### src/rtl/alu_pkg.sv
// ---------------------------------------------------------------------------
// alu_pkg
// Shared definitions for the execute stage wrapped around the 8-bit ALU:
//   - ALU opcode constants, passed straight through to the ALU
//   - execute-stage FSM state encoding
// No ports; imported with "import alu_pkg::*;".
// ---------------------------------------------------------------------------
package alu_pkg;

  localparam logic [3:0] OP_ADD   = 4'd0;
  localparam logic [3:0] OP_ADC   = 4'd1;
  localparam logic [3:0] OP_SUB   = 4'd2;
  localparam logic [3:0] OP_SBC   = 4'd3;
  localparam logic [3:0] OP_OR    = 4'd4;
  localparam logic [3:0] OP_AND   = 4'd5;
  localparam logic [3:0] OP_NOT   = 4'd6;
  localparam logic [3:0] OP_XOR   = 4'd7;
  localparam logic [3:0] OP_PASSA = 4'd8;
  localparam logic [3:0] OP_CMP   = 4'd11;
  localparam logic [3:0] OP_SHL   = 4'd12;
  localparam logic [3:0] OP_SHR   = 4'd13;

  // IDLE accepts, EXEC waits one cycle for the ALU, RESP holds the result
  typedef enum logic [1:0] {
    ST_IDLE = 2'd0,
    ST_EXEC = 2'd1,
    ST_RESP = 2'd2
  } exec_state_e;

endpackage

### src/rtl/alu_exec_if.sv
// ---------------------------------------------------------------------------
// alu_exec_if
// Bundles every non-clock signal of the execute stage:
//   - instruction handshake  : in_valid/in_ready + in_op/in_rd/in_ra/in_rb/
//                              in_use_imm/in_imm/in_wb
//   - ALU feed               : alu_a/alu_b/alu_carry/alu_op (stage -> ALU)
//   - ALU return             : alu_c/alu_carry_out/alu_zero (ALU -> stage)
//   - result handshake       : out_valid/out_ready + out_result/out_carry/
//                              out_zero
// Modports:
//   slave  : the execute stage itself
//   master : everything around it (upstream, ALU, downstream)
// Parameter RW is the register address width.
// ---------------------------------------------------------------------------
interface alu_exec_if #(
  parameter int RW = 3
);

  logic          in_valid;
  logic          in_ready;
  logic [3:0]    in_op;
  logic [RW-1:0] in_rd;
  logic [RW-1:0] in_ra;
  logic [RW-1:0] in_rb;
  logic          in_use_imm;
  logic [7:0]    in_imm;
  logic          in_wb;

  logic [7:0]    alu_a;
  logic [7:0]    alu_b;
  logic          alu_carry;
  logic [3:0]    alu_op;
  logic [7:0]    alu_c;
  logic          alu_carry_out;
  logic          alu_zero;

  logic          out_valid;
  logic          out_ready;
  logic [7:0]    out_result;
  logic          out_carry;
  logic          out_zero;

  modport slave (
    input  in_valid, in_op, in_rd, in_ra, in_rb, in_use_imm, in_imm, in_wb,
    output in_ready,
    output alu_a, alu_b, alu_carry, alu_op,
    input  alu_c, alu_carry_out, alu_zero,
    output out_valid, out_result, out_carry, out_zero,
    input  out_ready
  );

  modport master (
    output in_valid, in_op, in_rd, in_ra, in_rb, in_use_imm, in_imm, in_wb,
    input  in_ready,
    input  alu_a, alu_b, alu_carry, alu_op,
    output alu_c, alu_carry_out, alu_zero,
    input  out_valid, out_result, out_carry, out_zero,
    output out_ready
  );

endinterface

### src/rtl/alu_regfile.sv
// ---------------------------------------------------------------------------
// alu_regfile
// NREGS x 8-bit register file, cleared by reset. r0 is an ordinary register.
// Ports:
//   clk, rst_n          : clock, asynchronous active-low reset
//   ra_i, rb_i          : read addresses (combinational read ports)
//   rdata_a_o, rdata_b_o: read data, reflects contents before the next edge
//   we_i, wa_i, wd_i    : synchronous write enable / address / data
// ---------------------------------------------------------------------------
module alu_regfile #(
  parameter int NREGS = 8,
  parameter int RW    = $clog2(NREGS)
) (
  input  logic          clk,
  input  logic          rst_n,
  input  logic [RW-1:0] ra_i,
  input  logic [RW-1:0] rb_i,
  output logic [7:0]    rdata_a_o,
  output logic [7:0]    rdata_b_o,
  input  logic          we_i,
  input  logic [RW-1:0] wa_i,
  input  logic [7:0]    wd_i
);

  logic [7:0] regs_q [NREGS];

  // Storage: whole array clears on reset, one write per cycle otherwise
  always_ff @(posedge clk or negedge rst_n) begin
    if (!rst_n) begin
      for (int i = 0; i < NREGS; i++) begin
        regs_q[i] <= '0;
      end
    end else if (we_i) begin
      regs_q[wa_i] <= wd_i;
    end
  end

  assign rdata_a_o = regs_q[ra_i];
  assign rdata_b_o = regs_q[rb_i];

endmodule

### src/rtl/alu_exec.sv
// ---------------------------------------------------------------------------
// alu_exec
// Sequential execute stage around the external combinational 8-bit ALU.
// Accepts one instruction, latches its operands from the register file (or
// immediate), gives the ALU one full cycle, captures the ALU result/flags,
// optionally writes the result back, and presents it downstream.
// Ports:
//   clk, rst_n : clock, asynchronous active-low reset
//   bus        : alu_exec_if slave modport (instruction handshake, ALU
//                feed/return, result handshake)
// Parameters:
//   NREGS : number of 8-bit registers (power of two)
//   RW    : register address width, must match the interface's RW
// ---------------------------------------------------------------------------
module alu_exec
  import alu_pkg::*;
#(
  parameter int NREGS = 8,
  parameter int RW    = $clog2(NREGS)
) (
  input  logic      clk,
  input  logic      rst_n,
  alu_exec_if.slave bus
);

  exec_state_e   state_q;
  exec_state_e   state_d;

  logic [7:0]    alu_a_q;
  logic [7:0]    alu_b_q;
  logic [3:0]    alu_op_q;
  logic [RW-1:0] rd_q;
  logic          wb_q;
  logic          carry_q;

  logic [7:0]    out_result_q;
  logic          out_carry_q;
  logic          out_zero_q;

  logic [7:0]    rdata_a;
  logic [7:0]    rdata_b;
  logic          accept;
  logic          capture;
  logic          reg_we;

  assign accept  = (state_q == ST_IDLE) && bus.in_valid;
  assign capture = (state_q == ST_EXEC);
  assign reg_we  = capture && wb_q;

  alu_regfile #(
    .NREGS(NREGS),
    .RW   (RW)
  ) u_regfile (
    .clk      (clk),
    .rst_n    (rst_n),
    .ra_i     (bus.in_ra),
    .rb_i     (bus.in_rb),
    .rdata_a_o(rdata_a),
    .rdata_b_o(rdata_b),
    .we_i     (reg_we),
    .wa_i     (rd_q),
    .wd_i     (bus.alu_c)
  );

  // FSM state register
  always_ff @(posedge clk or negedge rst_n) begin
    if (!rst_n) begin
      state_q <= ST_IDLE;
    end else begin
      state_q <= state_d;
    end
  end

  // FSM next state: EXEC always lasts exactly one cycle
  always_comb begin
    state_d = state_q;
    case (state_q)
      ST_IDLE: if (bus.in_valid) state_d = ST_EXEC;
      ST_EXEC: state_d = ST_RESP;
      ST_RESP: if (bus.out_ready) state_d = ST_IDLE;
      default: state_d = ST_IDLE;
    endcase
  end

  // Operand latch on accept; these registers drive the ALU directly
  always_ff @(posedge clk or negedge rst_n) begin
    if (!rst_n) begin
      alu_a_q  <= '0;
      alu_b_q  <= '0;
      alu_op_q <= '0;
      rd_q     <= '0;
      wb_q     <= 1'b0;
    end else if (accept) begin
      alu_a_q  <= bus.in_use_imm ? bus.in_imm : rdata_a;
      alu_b_q  <= rdata_b;
      alu_op_q <= bus.in_op;
      rd_q     <= bus.in_rd;
      wb_q     <= bus.in_wb;
    end
  end

  // Result capture at the end of EXEC; the carry flag updates even when
  // the result is not written back, so compares feed a following ADC/SBC
  always_ff @(posedge clk or negedge rst_n) begin
    if (!rst_n) begin
      out_result_q <= '0;
      out_carry_q  <= 1'b0;
      out_zero_q   <= 1'b0;
      carry_q      <= 1'b0;
    end else if (capture) begin
      out_result_q <= bus.alu_c;
      out_carry_q  <= bus.alu_carry_out;
      out_zero_q   <= bus.alu_zero;
      carry_q      <= bus.alu_carry_out;
    end
  end

  assign bus.in_ready   = (state_q == ST_IDLE);
  assign bus.out_valid  = (state_q == ST_RESP);
  assign bus.alu_a      = alu_a_q;
  assign bus.alu_b      = alu_b_q;
  assign bus.alu_op     = alu_op_q;
  assign bus.alu_carry  = carry_q;
  assign bus.out_result = out_result_q;
  assign bus.out_carry  = out_carry_q;
  assign bus.out_zero   = out_zero_q;

endmodule

### src/flat_wrapper.sv
// flat-port wrapper written by rule: the top's interface ports become plain ports
module alu_exec_flat import alu_pkg::*;
#(
  parameter int NREGS = 8,
  parameter int RW    = $clog2(NREGS)
)
  (clk, rst_n, bus_in_valid, bus_in_op, bus_in_rd, bus_in_ra, bus_in_rb, bus_in_use_imm, bus_in_imm, bus_in_wb, bus_in_ready, bus_alu_a, bus_alu_b, bus_alu_carry, bus_alu_op, bus_alu_c, bus_alu_carry_out, bus_alu_zero, bus_out_valid, bus_out_result, bus_out_carry, bus_out_zero, bus_out_ready);
  alu_exec_if #(.RW(RW)) bus_i ();
  input  logic clk;
  input  logic rst_n;
  input wire logic [$bits(bus_i.in_valid)-1:0] bus_in_valid;
  input wire logic [$bits(bus_i.in_op)-1:0] bus_in_op;
  input wire logic [$bits(bus_i.in_rd)-1:0] bus_in_rd;
  input wire logic [$bits(bus_i.in_ra)-1:0] bus_in_ra;
  input wire logic [$bits(bus_i.in_rb)-1:0] bus_in_rb;
  input wire logic [$bits(bus_i.in_use_imm)-1:0] bus_in_use_imm;
  input wire logic [$bits(bus_i.in_imm)-1:0] bus_in_imm;
  input wire logic [$bits(bus_i.in_wb)-1:0] bus_in_wb;
  output wire logic [$bits(bus_i.in_ready)-1:0] bus_in_ready;
  output wire logic [$bits(bus_i.alu_a)-1:0] bus_alu_a;
  output wire logic [$bits(bus_i.alu_b)-1:0] bus_alu_b;
  output wire logic [$bits(bus_i.alu_carry)-1:0] bus_alu_carry;
  output wire logic [$bits(bus_i.alu_op)-1:0] bus_alu_op;
  input wire logic [$bits(bus_i.alu_c)-1:0] bus_alu_c;
  input wire logic [$bits(bus_i.alu_carry_out)-1:0] bus_alu_carry_out;
  input wire logic [$bits(bus_i.alu_zero)-1:0] bus_alu_zero;
  output wire logic [$bits(bus_i.out_valid)-1:0] bus_out_valid;
  output wire logic [$bits(bus_i.out_result)-1:0] bus_out_result;
  output wire logic [$bits(bus_i.out_carry)-1:0] bus_out_carry;
  output wire logic [$bits(bus_i.out_zero)-1:0] bus_out_zero;
  input wire logic [$bits(bus_i.out_ready)-1:0] bus_out_ready;
  assign bus_i.in_valid = bus_in_valid;
  assign bus_i.in_op = bus_in_op;
  assign bus_i.in_rd = bus_in_rd;
  assign bus_i.in_ra = bus_in_ra;
  assign bus_i.in_rb = bus_in_rb;
  assign bus_i.in_use_imm = bus_in_use_imm;
  assign bus_i.in_imm = bus_in_imm;
  assign bus_i.in_wb = bus_in_wb;
  assign bus_in_ready = bus_i.in_ready;
  assign bus_alu_a = bus_i.alu_a;
  assign bus_alu_b = bus_i.alu_b;
  assign bus_alu_carry = bus_i.alu_carry;
  assign bus_alu_op = bus_i.alu_op;
  assign bus_i.alu_c = bus_alu_c;
  assign bus_i.alu_carry_out = bus_alu_carry_out;
  assign bus_i.alu_zero = bus_alu_zero;
  assign bus_out_valid = bus_i.out_valid;
  assign bus_out_result = bus_i.out_result;
  assign bus_out_carry = bus_i.out_carry;
  assign bus_out_zero = bus_i.out_zero;
  assign bus_i.out_ready = bus_out_ready;
  alu_exec #(.NREGS(NREGS), .RW(RW)) u_core (.clk(clk), .rst_n(rst_n), .bus(bus_i));
endmodule
### config.mk
export PLATFORM = sky130hd
export DESIGN_NAME = alu_exec_flat
export DESIGN_NICKNAME = d
export VERILOG_FILES = /design/src/rtl/alu_pkg.sv /design/src/rtl/alu_exec_if.sv /design/src/rtl/alu_regfile.sv /design/src/rtl/alu_exec.sv /design/src/flat_wrapper.sv
export SDC_FILE = /design/constraint.sdc
export NUM_CORES = 1
export LEC_CHECK = 0
export CAP_MARGIN = 30
export CORE_ASPECT_RATIO = 1.5
export CORE_UTILIZATION = 52
export CTS_BUF_LIST = sky130_fd_sc_hd__clkbuf_16
export DETAILED_ROUTE_END_ITERATION = 8
export PLACE_DENSITY = 0.77
export SETUP_SLACK_MARGIN = 0.4
export SLEW_MARGIN = 30
export SYNTH_ARGS = -nofsm -noshare
export SYNTH_HDL_FRONTEND = slang
export SYNTH_SLANG_ARGS = --single-unit
### constraint.sdc
create_clock -name clk -period 3.9 [get_ports clk]
set_input_delay 1.17 -clock clk [delete_from_list [all_inputs] [get_ports clk]]
set_output_delay 1.17 -clock clk [all_outputs]
set_load 0.005 [all_outputs]
Word level (Yosys, flattened, before mapping)
Cells that the tools add are included.
Word-level totals
  memories kept: 0
  bits in read-only memories: 0
  bits in latches: 0
  output and inout port bits: 33
  RAM bits: 0
  word-level logic and storage cells: 46
  flip-flop bits (word level): 100
  input port bits: 37
Operators by class
  div/mod/pow operators: 0
  shift-type cells: 0
  reduce and logical (&&, ||, !) cells: 5
  bitwise operators: 3
  $mul: 0
  mux-type cells: 13
  $lt $le $gt $ge: 4
  eq/ne operators: 4
  add/sub/neg operators: 0
Operators by type and width (count)
  bitwise mux 64 bit: 1
  binary-select mux 8 bit (select 3 bit): 2
  two-way mux 8 bit: 6
  demux 8 bit (select 3 bit): 1
  >= comparator 4 bit (second input constant): 3
  inverter 3 -> 4 bit: 3
  case mux 2 bit (3 select lines): 1
  < comparator 4 x 1 -> 1 bit (second input constant): 1
  two-way mux 2 bit: 2
  logical AND 1 bit: 3
  == test 2 x 1 -> 1 bit (second input constant): 1
  == test 2 bit (second input constant): 1
  zero test 2 bit: 1
  inequality test 2 x 1 -> 1 bit (second input constant): 1
  inequality test 2 bit (second input constant): 1
  AND reduction 2 bit: 1

Logic depth before layout (Yosys ltp)
  word-level depth: 6
  gate-level depth with buffers: 6
  mapped depth without buffers: 4

Cells and area by module
Synthesis repeated with hierarchy kept, for this count alone.
Unflattened totals
  cell total of the unflattened synthesis: 292
  area, all modules: 5003.5 µm²
Modules (own cells, without submodules)
  alu_regfile: times used 1, cells an instance 201, seq. area each 1601.5 µm², area each 3539.6 µm²
  alu_exec: times used 1, cells an instance 91, seq. area each 900.9 µm², area each 1463.9 µm²

Least setup slack after synthesis
No wires, ideal clock.
  path kind: input port to flip-flop
  start: input bus_in_ra[0]
  end: register u_core.alu_a_q[4], in the netlist u_core.bus.alu_a[4]
  arrival time: 2.152 ns
  buffers on the path: 2
  data required time: 3.777 ns
  setup time: 0.123 ns
  path slack: 1.626 ns
  cell stages on the path: 5
  cells stage by stage: buf_2 > buf_2 > mux2i_1 > o221ai_1 > o221a_2
Between the ends
  cells in the longest elaborated chain, start to end: 5
Ends and longest elaborated chain
  from (decl): line flat_wrapper.sv:14  | input wire logic [$bits(bus_i.in_ra)-1:0] bus_in_ra;
  inverter 3 -> 4 bit (not written as such): line alu_regfile.sv:38  | assign rdata_a_o = regs_q[ra_i];
  binary-select mux 8 bit (select 3 bit): line alu_regfile.sv:38
  two-way mux 8 bit (not written as such) (2 in series): line alu_regfile.sv:38
  two-way mux 8 bit: line alu_exec.sv:94  | alu_a_q <= bus.in_use_imm ? bus.in_imm : rdata_a;
  to (signal assigned): line alu_exec.sv:94
  to (decl): line alu_exec.sv:29  | logic [7:0] alu_a_q;
Every way passes these cells. The select of a mux whose other input is x is not followed.
A chain may end at the register's enable or synchronous reset.

Worst setup path in the final report
  start: input bus_in_rb[0]
  end: register u_core.alu_b_q[6], in the netlist u_core.bus.alu_b[6]
Between the ends
  cells in the longest elaborated chain, start to end: 4
Ends and longest elaborated chain
  from (decl): line flat_wrapper.sv:15  | input wire logic [$bits(bus_i.in_rb)-1:0] bus_in_rb;
  inverter 3 -> 4 bit (not written as such): line alu_regfile.sv:39  | assign rdata_b_o = regs_q[rb_i];
  binary-select mux 8 bit (select 3 bit): line alu_regfile.sv:39
  two-way mux 8 bit (not written as such) (2 in series): line alu_regfile.sv:39
  to (signal assigned): line alu_exec.sv:95  | alu_b_q <= rdata_b;
  to (decl): line alu_exec.sv:30  | logic [7:0] alu_b_q;
Every way passes these cells. The select of a mux whose other input is x is not followed.

==> summary.md <==
| Metric | Value |
|---|---|
| Worst VDD drop | `0.000392 V` |
| # IOs | `70` |
| Mapped Avg Cell Area | `12.8 um2` |
| CTS HTree Levels | `3` |
| Worst r2r dst | `u_core.bus.alu_a[4]$_DFFE_PN0P_` |
| RSZ-0062 raised after global routing | `false` |
| Setup-failing EPs final | `0` |
| Dpl ws | `0.723 ns` |
| Area Growth Syn to Fin | `21.8%` |
| Worst setup SP type | `primary input` |
| Clock Latency Late Sink | `0.34 ns` |
| DRT Pass-1 Iters | `4` |
| Total Die Area | `9960 um2` |
| Netlist Area Pre-Place | `4970 um2` |
| Vias in the first global route | `3,713` |
| Fin. Hold Viols | `0` |
| R2R Path Start | `u_core.state_q[1]$_DFFE_PN0P_` |
| Fmax | `351 MHz` |
| First-pass GRT wire length | `19,300 um` |
| CTS buffer count | `9` |
| Origin of the worst min-delay path | `u_core.bus.alu_op[3]$_DFFE_PN0P_` |
| Remaining Overflow, GRT | `0` |
| HPWL Detailed | `8370 um` |
| Setup bufs post-CTS | `0` |
| Synth area leader | `dfrtp_1` |
| R2r setup slk | `1.95 ns` |
| Ant. Diodes | `0` |
| CTS Sinks | `100` |
| Final period utilization | `73.0%` |
| Clock Path Buffers | `2` |
| CP endpoint kind | `flip-flop` |
| Initial antenna violation count | `0` |
| Hold Buf Count CTS | `0` |
| Yosys warnings | `0` |
| ANT nets after route | `0` |
| Reg2reg path depth | `3` |
| Ys async rst share | `100%` |
| Max-capacitance violation count | `0` |
| Required @ worst endpoint | `4.12 ns` |
| Final net count | `491` |
| Max Transition Viols Final | `0` |
| Drt wl/cell | `21.5 um` |
| Worst-margin pin slew | `0.836 ns` |
| Hold Path Class | `flip-flop to flip-flop` |
| CP max FO | `13` |
| Period minus WS final | `2.85 ns` |
| CTS tree | `yes` |
| Commonest cells in the synthesized netlist | `108 x mux2_2, 100 x dfrtp_1, 36 x nand2_1` |
| Pin count of the biggest net entering global routing | `101` |
| DRC | `0` |
| 1st-iter DRT viols | `171` |
| Most numerous cell in the Yosys netlist | `mux2_2` |
| Sequential area share after synthesis | `50.4%` |
| Ys flop type | `dfrtp_1` |
| GRT Overall Usage | `27.0%` |
| Post-synth EDFFs | `0` |
| Hold Crit Depth | `2` |
| Clock-pin slew on the worst setup and hold paths | `0.07 ns` |
| Synth cell types | `34` |
| Via count | `3,487` |
| Post-route cell area | `6050 um2` |
| Share of post-route cells with drive strength above 1 | `30.5%` |
| Dpl cells | `555` |
| Post-Place Cell Area | `5740 um2` |
| Via/cell ratio | `6.11` |
| Final Skew | `0.00642 ns` |
| Cells after Synth | `389` |
| Drt total wl | `12,300 um` |
| Share of the synthesized area in the top cell type | `50.4%` |
| Die W | `81.8 um` |
| Crit path DAT | `3.07 ns` |
| Post-layout util | `65.4%` |
| Final TNS setup | `0 ns` |
| #FFs+latches synth | `100` |
| # port buffers | `69` |
| Pwr per Cell Area | `721 nW/um2` |
| Leakage | `2.70 nW` |
| Initial core utilization | `53.7%` |
| Gpl congestion | `0.871` |
| Die Y | `122 um` |
| Syn nets | `426` |
| Hold path endpoint | `u_core.bus.alu_op[3]$_DFFE_PN0P_` |
| CORE AREA | `9250 um2` |
| Top cells by area, synth | `dfrtp_1 50%, mux2_2 24%, mux2i_1 6.2%` |
| CTS root buffer | `clkbuf_16` |
| Relative slew margins | `44.1%` |
| Post-CTS Resized | `0` |
| Setup CP Type | `primary input to flip-flop` |
| Std cell rows | `43` |
| Final setup margin | `1.05 ns` |
| Final cell count without fillers | `571` |
| Status | `completed` |
## logic make-up after synthesis
logic type      synth area share [%]
buf+inv                         2.59
compound gates                  7.91
simple gates                    8.41
mux                             30.7
flops                           50.4
## power breakdown
| group | leakage (nW) | internal (W) | switching [W] | total, W |
|---|---|---|---|---|
| Clock | 0.158 | 0.000554 | 0.000373 | 0.000928 |
| Combinational | 1.30 | 0.000950 | 0.000561 | 0.00151 |
| Sequential | 1.24 | 0.00152 | 0.000399 | 0.00192 |
## sequential cells by signal, indices dropped and copies added (netlist names)
signal                   cells
u_core.bus.out_result        8
u_core.bus.alu_b             8
u_core.u_regfile.regs_q     64
u_core.state_q               2
u_core.bus.alu_op            4
u_core.wb_q                  1
u_core.bus.out_zero          1
u_core.rd_q                  3
u_core.bus.alu_carry         1
u_core.bus.alu_a             8
## final cells by class
| cell class | instances | area (um2) |
|---|---|---|
| clock inverters | 7 | 82.6 |
| multi-input cells | 265 | 2340 |
| repair buffers | 76 | 753 |
| well taps | 112 | 140 |
| inverters | 2 | 10.0 |
| clock buffers | 9 | 225 |
| flip-flops and latches | 100 | 2500 |
| fillers | 698 | 3200 |
## layout by cell type (no fill, tap or decap), types with 2 or more instances in the layout
cell	Yosys	routed
clkbuf_16	0	9
nor2b_1	7	7
o31ai_1	14	14
and2_1	6	6
inv_1	1	2
bufinv_16	0	2
o21ai_0	7	7
nand3b_2	2	2
o22a_1	2	2
nor2_1	3	3
mux2i_1	31	31
nand2b_1	7	7
buf_4	2	7
mux2_2	108	108
a211oi_1	6	6
a22o_1	8	8
dfrtp_1	100	100
o22ai_1	15	15
nand2_1	36	36
nor3b_4	2	2
clkinv_2	0	3
clkdlybuf4s50_1	0	68
## worst max-delay path: stages
cell and delay, ns:
clkdlybuf4s50_1 0.91, buf_4 0.34, mux2_2 0.36, o22ai_1 0.18
o31ai_1 0.10
## stage by stage
step / hold WS [ns] / power (W)
after floorplan: 0.470 / 0.00275
after CTS: 0.484 / 0.00438
final: 0.480 / 0.00436
after global placement: 0.459 / 0.00337
after global routing: 0.506 / 0.00462
after detailed placement: 0.469 / 0.00344
## how the worst max path moves through the flow
| stage | startpoint | end | slack, ns |
|---|---|---|---|
| global route | bus_in_use_imm | u_core.bus.alu_a[4]$_DFFE_PN0P_ | 0.99 |
| finish | bus_in_rb[0] | u_core.bus.alu_b[6]$_DFFE_PN0P_ | 1.05 |
| CTS | bus_in_use_imm | u_core.bus.alu_a[4]$_DFFE_PN0P_ | 1.07 |
| global placement | bus_in_use_imm | u_core.bus.alu_a[4]$_DFFE_PN0P_ | 0.76 |
| floorplan | bus_in_ra[0] | u_core.bus.alu_a[4]$_DFFE_PN0P_ | 1.63 |
| detailed placement | bus_in_use_imm | u_core.bus.alu_a[4]$_DFFE_PN0P_ | 0.72 |
## metal layers
layer / up-vias / wire length, um / GRT usage (%)
met5: - / 0 / 0
met4: 0 / 667 / 17.4
met3: 32 / 480 / 4.34
met2: 112 / 6390 / 45.4
met1: 1785 / 4720 / 31.0
li1: 1558 / - / -
Note: power is estimated with default switching activity, not from simulation.
